**src/rtl/fb_pkg.sv**
```systemverilog
// Shared types and constants for the framebuffer port-A loader.
package fb_pkg;

  localparam int unsigned FB_BYTE_ADDR_W = 12;
  localparam int unsigned FB_WORD_ADDR_W = 11;
  localparam int unsigned FB_BYTES       = 4096;

  localparam logic [7:0] CMD_FRAME_DEF = 8'h46;
  localparam logic [7:0] CMD_PIXEL_DEF = 8'h50;

  typedef enum logic [2:0] {
    IDLE,
    FRAME,
    PIX_AH,
    PIX_AL,
    PIX_DL,
    PIX_DH
  } fbl_state_e;

  // One port-A byte write.
  typedef struct packed {
    logic [FB_BYTE_ADDR_W-1:0] addr;
    logic [7:0]                data;
  } fb_wr_t;

endpackage

```
**src/rtl/framebuffer_loader_if.sv**
```systemverilog
// UART byte input and framebuffer port-A write/status bundle.
interface framebuffer_loader_if;

  logic [7:0]                         rx_data;
  logic                               rx_valid;
  logic [fb_pkg::FB_BYTE_ADDR_W-1:0]  ram_addr;
  logic [7:0]                         ram_data;
  logic                               ram_wr;
  logic                               busy;
  logic                               frame_done;
  logic                               cmd_error;

  modport master (
    input  rx_data, rx_valid,
    output ram_addr, ram_data, ram_wr, busy, frame_done, cmd_error
  );

  modport slave (
    output rx_data, rx_valid,
    input  ram_addr, ram_data, ram_wr, busy, frame_done, cmd_error
  );

endinterface

```
**src/rtl/fbl_idle_timer.sv**
```systemverilog
// Inactivity counter: clears on request, counts while enabled, flags expiry.
module fbl_idle_timer #(
  parameter int unsigned              TIMEOUT_WIDTH = 16,
  parameter logic [TIMEOUT_WIDTH-1:0] IDLE_TIMEOUT  = 16'd53200
) (
  input  logic clk_in,
  input  logic reset,
  input  logic clear,
  input  logic enable,
  output logic expire_c
);

  logic [TIMEOUT_WIDTH-1:0] count_q;

  assign expire_c = enable && !clear && (count_q == IDLE_TIMEOUT);

  // Holds at the limit; the owner drops enable on expiry.
  always_ff @(posedge clk_in) begin
    if (reset || clear) begin
      count_q <= '0;
    end else if (enable && !expire_c) begin
      count_q <= count_q + TIMEOUT_WIDTH'(1);
    end
  end

endmodule

```
**src/rtl/framebuffer_loader.sv**
```systemverilog
// Decodes the UART frame/pixel command protocol into framebuffer port-A byte writes.
module framebuffer_loader
  import fb_pkg::*;
#(
  parameter logic [7:0]               CMD_FRAME     = CMD_FRAME_DEF,
  parameter logic [7:0]               CMD_PIXEL     = CMD_PIXEL_DEF,
  parameter int unsigned              TIMEOUT_WIDTH = 16,
  parameter logic [TIMEOUT_WIDTH-1:0] IDLE_TIMEOUT  = 16'd53200
) (
  input  logic                  clk_in,
  input  logic                  reset,
  framebuffer_loader_if.master  bus
);

  fbl_state_e                state_q, state_d;
  fb_wr_t                    wr_q, wr_d;
  logic                      ram_wr_q, ram_wr_d;
  logic                      done_q, done_d;
  logic                      err_q, err_d;
  logic                      busy_q;
  logic [FB_BYTE_ADDR_W-1:0] cnt_q, cnt_d;
  logic [FB_WORD_ADDR_W-1:0] idx_q, idx_d;
  logic                      expire_c;

  fbl_idle_timer #(
    .TIMEOUT_WIDTH (TIMEOUT_WIDTH),
    .IDLE_TIMEOUT  (IDLE_TIMEOUT)
  ) u_idle_timer (
    .clk_in   (clk_in),
    .reset    (reset),
    .clear    (bus.rx_valid || (state_q == IDLE)),
    .enable   (state_q != IDLE),
    .expire_c (expire_c)
  );

  always_ff @(posedge clk_in) begin
    if (reset) begin
      state_q  <= IDLE;
      wr_q     <= '0;
      ram_wr_q <= 1'b0;
      done_q   <= 1'b0;
      err_q    <= 1'b0;
      busy_q   <= 1'b0;
      cnt_q    <= '0;
      idx_q    <= '0;
    end else begin
      state_q  <= state_d;
      wr_q     <= wr_d;
      ram_wr_q <= ram_wr_d;
      done_q   <= done_d;
      err_q    <= err_d;
      busy_q   <= (state_d != IDLE);
      cnt_q    <= cnt_d;
      idx_q    <= idx_d;
    end
  end

  // A received byte always takes priority over a simultaneous timeout.
  always_comb begin
    state_d  = state_q;
    wr_d     = wr_q;
    ram_wr_d = 1'b0;
    done_d   = 1'b0;
    err_d    = 1'b0;
    cnt_d    = cnt_q;
    idx_d    = idx_q;
    if (bus.rx_valid) begin
      case (state_q)
        IDLE: begin
          if (bus.rx_data == CMD_FRAME) begin
            state_d = FRAME;
            cnt_d   = '0;
          end else if (bus.rx_data == CMD_PIXEL) begin
            state_d = PIX_AH;
          end else begin
            err_d = 1'b1;
          end
        end
        FRAME: begin
          wr_d     = '{addr: cnt_q, data: bus.rx_data};
          ram_wr_d = 1'b1;
          cnt_d    = cnt_q + FB_BYTE_ADDR_W'(1);
          if (cnt_q == FB_BYTE_ADDR_W'(FB_BYTES - 1)) begin
            state_d = IDLE;
            done_d  = 1'b1;
          end
        end
        PIX_AH: begin
          idx_d[10:8] = bus.rx_data[2:0];
          state_d     = PIX_AL;
        end
        PIX_AL: begin
          idx_d[7:0] = bus.rx_data;
          state_d    = PIX_DL;
        end
        PIX_DL: begin
          wr_d     = '{addr: {idx_q, 1'b0}, data: bus.rx_data};
          ram_wr_d = 1'b1;
          state_d  = PIX_DH;
        end
        PIX_DH: begin
          wr_d     = '{addr: {idx_q, 1'b1}, data: bus.rx_data};
          ram_wr_d = 1'b1;
          done_d   = 1'b1;
          state_d  = IDLE;
        end
        default: state_d = IDLE;
      endcase
    end else if (expire_c) begin
      state_d = IDLE;
      err_d   = 1'b1;
    end
  end

  assign bus.ram_addr   = wr_q.addr;
  assign bus.ram_data   = wr_q.data;
  assign bus.ram_wr     = ram_wr_q;
  assign bus.busy       = busy_q;
  assign bus.frame_done = done_q;
  assign bus.cmd_error  = err_q;

endmodule

```
**src/flat_wrapper.sv**
```systemverilog
// flat-port wrapper written by rule: the top's interface ports become plain ports
module framebuffer_loader_flat import fb_pkg::*;
#(
  parameter logic [7:0]               CMD_FRAME     = CMD_FRAME_DEF,
  parameter logic [7:0]               CMD_PIXEL     = CMD_PIXEL_DEF,
  parameter int unsigned              TIMEOUT_WIDTH = 16,
  parameter logic [TIMEOUT_WIDTH-1:0] IDLE_TIMEOUT  = 16'd53200
)
  (clk_in, reset, bus_rx_data, bus_rx_valid, bus_ram_addr, bus_ram_data, bus_ram_wr, bus_busy, bus_frame_done, bus_cmd_error);
  framebuffer_loader_if bus_i ();
  input  logic clk_in;
  input  logic reset;
  input wire logic [$bits(bus_i.rx_data)-1:0] bus_rx_data;
  input wire logic [$bits(bus_i.rx_valid)-1:0] bus_rx_valid;
  output wire logic [$bits(bus_i.ram_addr)-1:0] bus_ram_addr;
  output wire logic [$bits(bus_i.ram_data)-1:0] bus_ram_data;
  output wire logic [$bits(bus_i.ram_wr)-1:0] bus_ram_wr;
  output wire logic [$bits(bus_i.busy)-1:0] bus_busy;
  output wire logic [$bits(bus_i.frame_done)-1:0] bus_frame_done;
  output wire logic [$bits(bus_i.cmd_error)-1:0] bus_cmd_error;
  assign bus_i.rx_data = bus_rx_data;
  assign bus_i.rx_valid = bus_rx_valid;
  assign bus_ram_addr = bus_i.ram_addr;
  assign bus_ram_data = bus_i.ram_data;
  assign bus_ram_wr = bus_i.ram_wr;
  assign bus_busy = bus_i.busy;
  assign bus_frame_done = bus_i.frame_done;
  assign bus_cmd_error = bus_i.cmd_error;
  framebuffer_loader #(.CMD_FRAME(CMD_FRAME), .CMD_PIXEL(CMD_PIXEL), .TIMEOUT_WIDTH(TIMEOUT_WIDTH), .IDLE_TIMEOUT(IDLE_TIMEOUT)) u_core (.clk_in(clk_in), .reset(reset), .bus(bus_i));
endmodule
```
**config.mk**
```make
export PLATFORM = sky130hd
export DESIGN_NAME = framebuffer_loader_flat
export DESIGN_NICKNAME = d
export VERILOG_FILES = /design/src/rtl/fb_pkg.sv /design/src/rtl/framebuffer_loader_if.sv /design/src/rtl/fbl_idle_timer.sv /design/src/rtl/framebuffer_loader.sv /design/src/flat_wrapper.sv
export SDC_FILE = /design/constraint.sdc
export NUM_CORES = 1
export LEC_CHECK = 0
export ABC_AREA = 1
export CAP_MARGIN = 20
export CORE_MARGIN = 3
export CORE_UTILIZATION = 56
export CTS_CLUSTER_DIAMETER = 40
export DETAILED_ROUTE_END_ITERATION = 10
export GPL_TIMING_DRIVEN = 1
export PLACE_DENSITY = 0.79
export SYNTH_ARGS = -nofsm -noshare
export SYNTH_HDL_FRONTEND = slang
export SYNTH_SLANG_ARGS = --single-unit
```
**constraint.sdc**
```tcl
create_clock -name clk_in -period 1.6 [get_ports clk_in]
set_input_delay 0.32 -clock clk_in [delete_from_list [all_inputs] [get_ports clk_in]]
set_output_delay 0.32 -clock clk_in [all_outputs]
set_load 0.05 [all_outputs]
```
==> results.md <==
- The congestion estimate from routability-driven global placement came to approximately 0.96.
- The first detailed-routing pass took 5 iterations.
- The pin count of the biggest net entering global routing is 39.
- After synthesis, the share of flip-flops with an asynchronous set or reset is 0.
- The area fraction in compound gates after synthesis is 0.173.
- The number of slew-limit violations in the final report came to 0.
- sky130_fd_sc_hd__nand2_1 is the most common cell in the netlist.
- The maximum number of buffers from clock root to sink is 2.
- The final routed wirelength across all metal layers is between 8 and 9 mm.
- The clock net sink count is 66.
- The total number of H-tree levels is 3.
- The die covers about 6800 um2.
- From left edge to right edge, the die measures 82.2 um.
- On the final layout, the worst clock skew is 10.7 ps.
- Summing all non-filler instances in the final layout gives an area of 4230 um2.
- The fraction of synthesized cell area taken by the top area cell type is 0.406.
- The core region is around 5600 um2.
- Synthesis produced a netlist with a net count of approximately 480.
- The setup TNS is -55.2 ps.
- The via count of the first global-routing pass is ~3.1k.
- The via count normalized by instance count is 5.56.
- The final reports fail on negative setup slack.
- In this run the cell area of the synthesized design comes to roughly 3300 um2.
- The critical path buffer and inverter count is 3.
- The peak per-stage delay on the critical path is 480 ps.
- The ratio of cells with drive above 1 in the final layout is 0.249.
- Counting instances in the post-synthesis netlist gives the leading cell types as 86 x sky130_fd_sc_hd__nand2_1, 66 x sky130_fd_sc_hd__dfxtp_1, 51 x sky130_fd_sc_hd__inv_1, 48 x sky130_fd_sc_hd__nor2_1, 42 x sky130_fd_sc_hd__o21ai_0.
- Of the available clock period, the critical path in the final layout requires 1.03.
- For the pin with the worst max-slew slack, the measured transition is just under 500 ps.
- For this run, the leading register cell type out of synthesis is sky130_fd_sc_hd__dfxtp_1.
- Of the total synthesized cell area, the portion taken by full adders, half adders and majority gates is 0.0115.
- Of all cell types, the one taking the most synthesized area is sky130_fd_sc_hd__dfxtp_1.
- The achievable frequency is around 600 MHz.
- The overall overflow remaining after global route is 0.
- The detailed router placed 3,465 vias in this run.
- The critical-path cell with the highest stage delay is sky130_fd_sc_hd__clkdlybuf4s50_1.
- In the post-synthesis netlist, the biggest area contributors are sky130_fd_sc_hd__dfxtp_1 41%, sky130_fd_sc_hd__nand2_1 9.9%, sky130_fd_sc_hd__o21ai_0 6.5%.
- Each instance of the synthesized netlist takes up on average roughly 7 um2.
- During placement, the flow inserted port buffers numbering 34.
- In this run the power density over the cells is between 700 and 800 nW/um2.
- The number of setup violations in the final report is 1.
- The classification of the worst-slack hold path is reg2reg.
- The first global-routing pass estimated about 14 mm of wire.
- In the post-route analysis, the smallest setup slack over all paths is -55.2 ps.
- The wire-length estimate of the detail-placed layout is around 6.5 mm.
- The quantity of hold-fixing buffers added after cts is 0.
- The cell sitting at the root of the clock tree is a sky130_fd_sc_hd__clkbuf_8.
- TritonCTS built the clock tree.
- The TritonCTS buffer count is 9.
- The overall power is around 3200 uW.
- The starting density of the core is 0.584.
- For the worst setup path, the data arrival time is ~1900 ps.
- The part of the Yosys area used for sequential elements is 0.406.
- For the worst-skew pair, the clock arrives at the later sink with an insertion delay of roughly 350 ps.
- STA classifies the critical path startpoint as an input port.
- Traced cell by cell, the critical path runs through clkdlybuf4s50_1 > inv_1 > nor2_2 > nand2_2 > nor2_4 > nand2_4 > nand2_4 > buf_6 > nand2_4 > o21ai_2 > nand2_1 > nor2_1.
- The cell count after synthesis is 464.
- The count of flip-flops with a built-in enable after synthesis is 0.
- The fraction of synthesized cell area in xor and xnor cells is 0.0242.
- The max-cap check violation count is 0.
- The die is just over 80 um tall.
- VDD sags by at most 604 uV.
- Broken down by cell family, the worst path's largest delay share belongs to simple AND/OR/NAND/NOR gates.
- In this run the static leakage power is 0.00169 uW.
- In this run the worst path has a maximum fanout of 4.
- The layout overhead on the synthesized area is 30.1%.
- The data required time at the worst endpoint is 1870 ps.
- The post-synthesis sequential element count is between 60 and 70.
- After synthesis, the share of cell area in mux cells is 0.
- Of the total synthesized cell area, the portion taken by AND, OR, NAND and NOR gates is 0.289.
- The per-cell routed wire length is between 10 and 15 um.
- Yosys mapped the design onto 27 distinct sky130hd cell types.
- The routed design could run at a clock period as short as 1660 ps.
- The number of fillers in the final layout is ~430.
- The cell type with the highest occurrence count on the critical path is sky130_fd_sc_hd__nand2_4.
- The number of nets at the end of the flow is 560.
- The starting DRC count in detailed routing is 308.
- The antenna violation net count after detailed routing is 0.
- By area, the combinational part of the netlist is dominated by simple AND/OR/NAND/NOR gates.
- Once layout is complete, the utilization of the core stands at 0.760.
- The total cell area at the placement stage is slightly below 4000 um2.
- In this run the count of I/O pins placed on the die edge is 35.
- The run finished, with violations left.
- The total of warnings raised by yosys is 0.
- The initialized floorplan defines 27 standard-cell rows.
- The initial antenna violation count is 0.
- After clock tree synthesis, the clock-pin slew on the worst setup and hold paths is about 80 ps.
- In this run the tightest slew margin relative to its limit is 0.678.
- The final count of hold timing violations is 0.
- The number of diodes is 0.
- The worst setup path is captured at a flop.
- The worst setup path is of the in2reg kind.
- After detailed routing, the number of remaining DRC violations is 0.
- The final worst hold slack is 449 ps.
- The overall fraction of global-route tracks in use is 0.269.
[metal layers]
| metal | up-vias | global-route usage | wire length (um) |
|---|---|---|---|
| met3 | 21 | 0.0618 | 601 |
| met4 | 0 | 0.116 | 172 |
| met2 | 167 | 0.434 | 4310 |
| li1 | 1693 | - | - |
| met1 | 1584 | 0.343 | 3870 |
| met5 | - | 0 | 0 |
[area by class of cell]
type / instances / area, um2 / area share
sequential: 66 / 1320 / 0.312
multi-input combinational: 325 / 1680 / 0.398
inverter: 56 / 210 / 0.0496
tap: 72 / 90.1 / 0.0213
clock buffer: 9 / 124 / 0.0293
timing repair buffer: 88 / 727 / 0.172
clock inverter: 7 / 76.3 / 0.0180
[report_power, final]
part | switching (uW) | internal, uW
clock network | 714 | 729
logic | 78.4 | 69.4
registers | 1.70 | 1640
[worst register-to-register path: cells and delay by family, from the launching register on]
| family | cells | cell delay, ps |
|---|---|---|
| buffers and inverters | 1 | 120 |
| AOI/OAI and AO/OA | 1 | 120 |
| and+or+nand+nor | 8 | 850 |
| DFF | 1 | 380 |
[stage by stage]
stage,std cells,setup WS [ps]
after floorplan,464,151
after global placement,606,-286
after detailed placement,606,-362
after CTS,622,27.7
after global routing,623,-152
final,623,-55.2
[what timing repair did]
| item | CTS | global route |
|---|---|---|
| gates resized for setup | 1 | 17 |
| setup buffers | 0 | 1 |
| pin swaps | 0 | 5 |
| endpoints found under the setup margin | 1 | 18 |
[kinds of logic after synthesis]
kind of cell             Yosys count
XOR/XNOR                           9
adder cells (fa/ha/maj)            3
AO/OA/AOI/OAI                    101
buffers and inverters             73
AND/OR/NAND/NOR                  212
flip-flops                        66
[flip-flops by register name (all words and copies together) (netlist names)]
signal and count:
u_core.idx_q 11, u_core.bus.ram_wr 1, u_core.bus.cmd_error 1, u_core.bus.frame_done 1
u_core.bus.busy 1, u_core.cnt_q 12, u_core.bus.ram_addr 12, u_core.u_idle_timer.count_q 16
u_core.bus.ram_data 8, u_core.state_q 3
[cells in the final DEF (no fill, tap or decap), types with 10 or more instances in the layout]
cell,Yosys,final
sky130_fd_sc_hd__a21oi_1,35,34
sky130_fd_sc_hd__a31oi_1,12,12
sky130_fd_sc_hd__buf_4,0,74
sky130_fd_sc_hd__clkdlybuf4s50_1,0,10
sky130_fd_sc_hd__dfxtp_1,66,65
sky130_fd_sc_hd__inv_1,51,51
sky130_fd_sc_hd__nand2_1,86,84
sky130_fd_sc_hd__nand2_2,12,12
sky130_fd_sc_hd__nand3_1,36,34
sky130_fd_sc_hd__nand4_1,13,13
sky130_fd_sc_hd__nor2_1,48,44
sky130_fd_sc_hd__o21ai_0,42,41
[worst paths after layout]
| kind | from | to | slack, ps | cells after the start |
|---|---|---|---|---|
| setup / recovery | bus_rx_data[6] | u_core.cnt_q[5] | -60 | 12 |
| hold / removal | u_core.idx_q[1] | u_core.idx_q[1] | 450 | 2 |
| setup reg to reg | u_core.state_q[0] | u_core.cnt_q[5] | 30 | 10 |
| hold reg to reg | u_core.idx_q[1] | u_core.idx_q[1] | 450 | 2 |
Power figures use the tool's default switching activity.
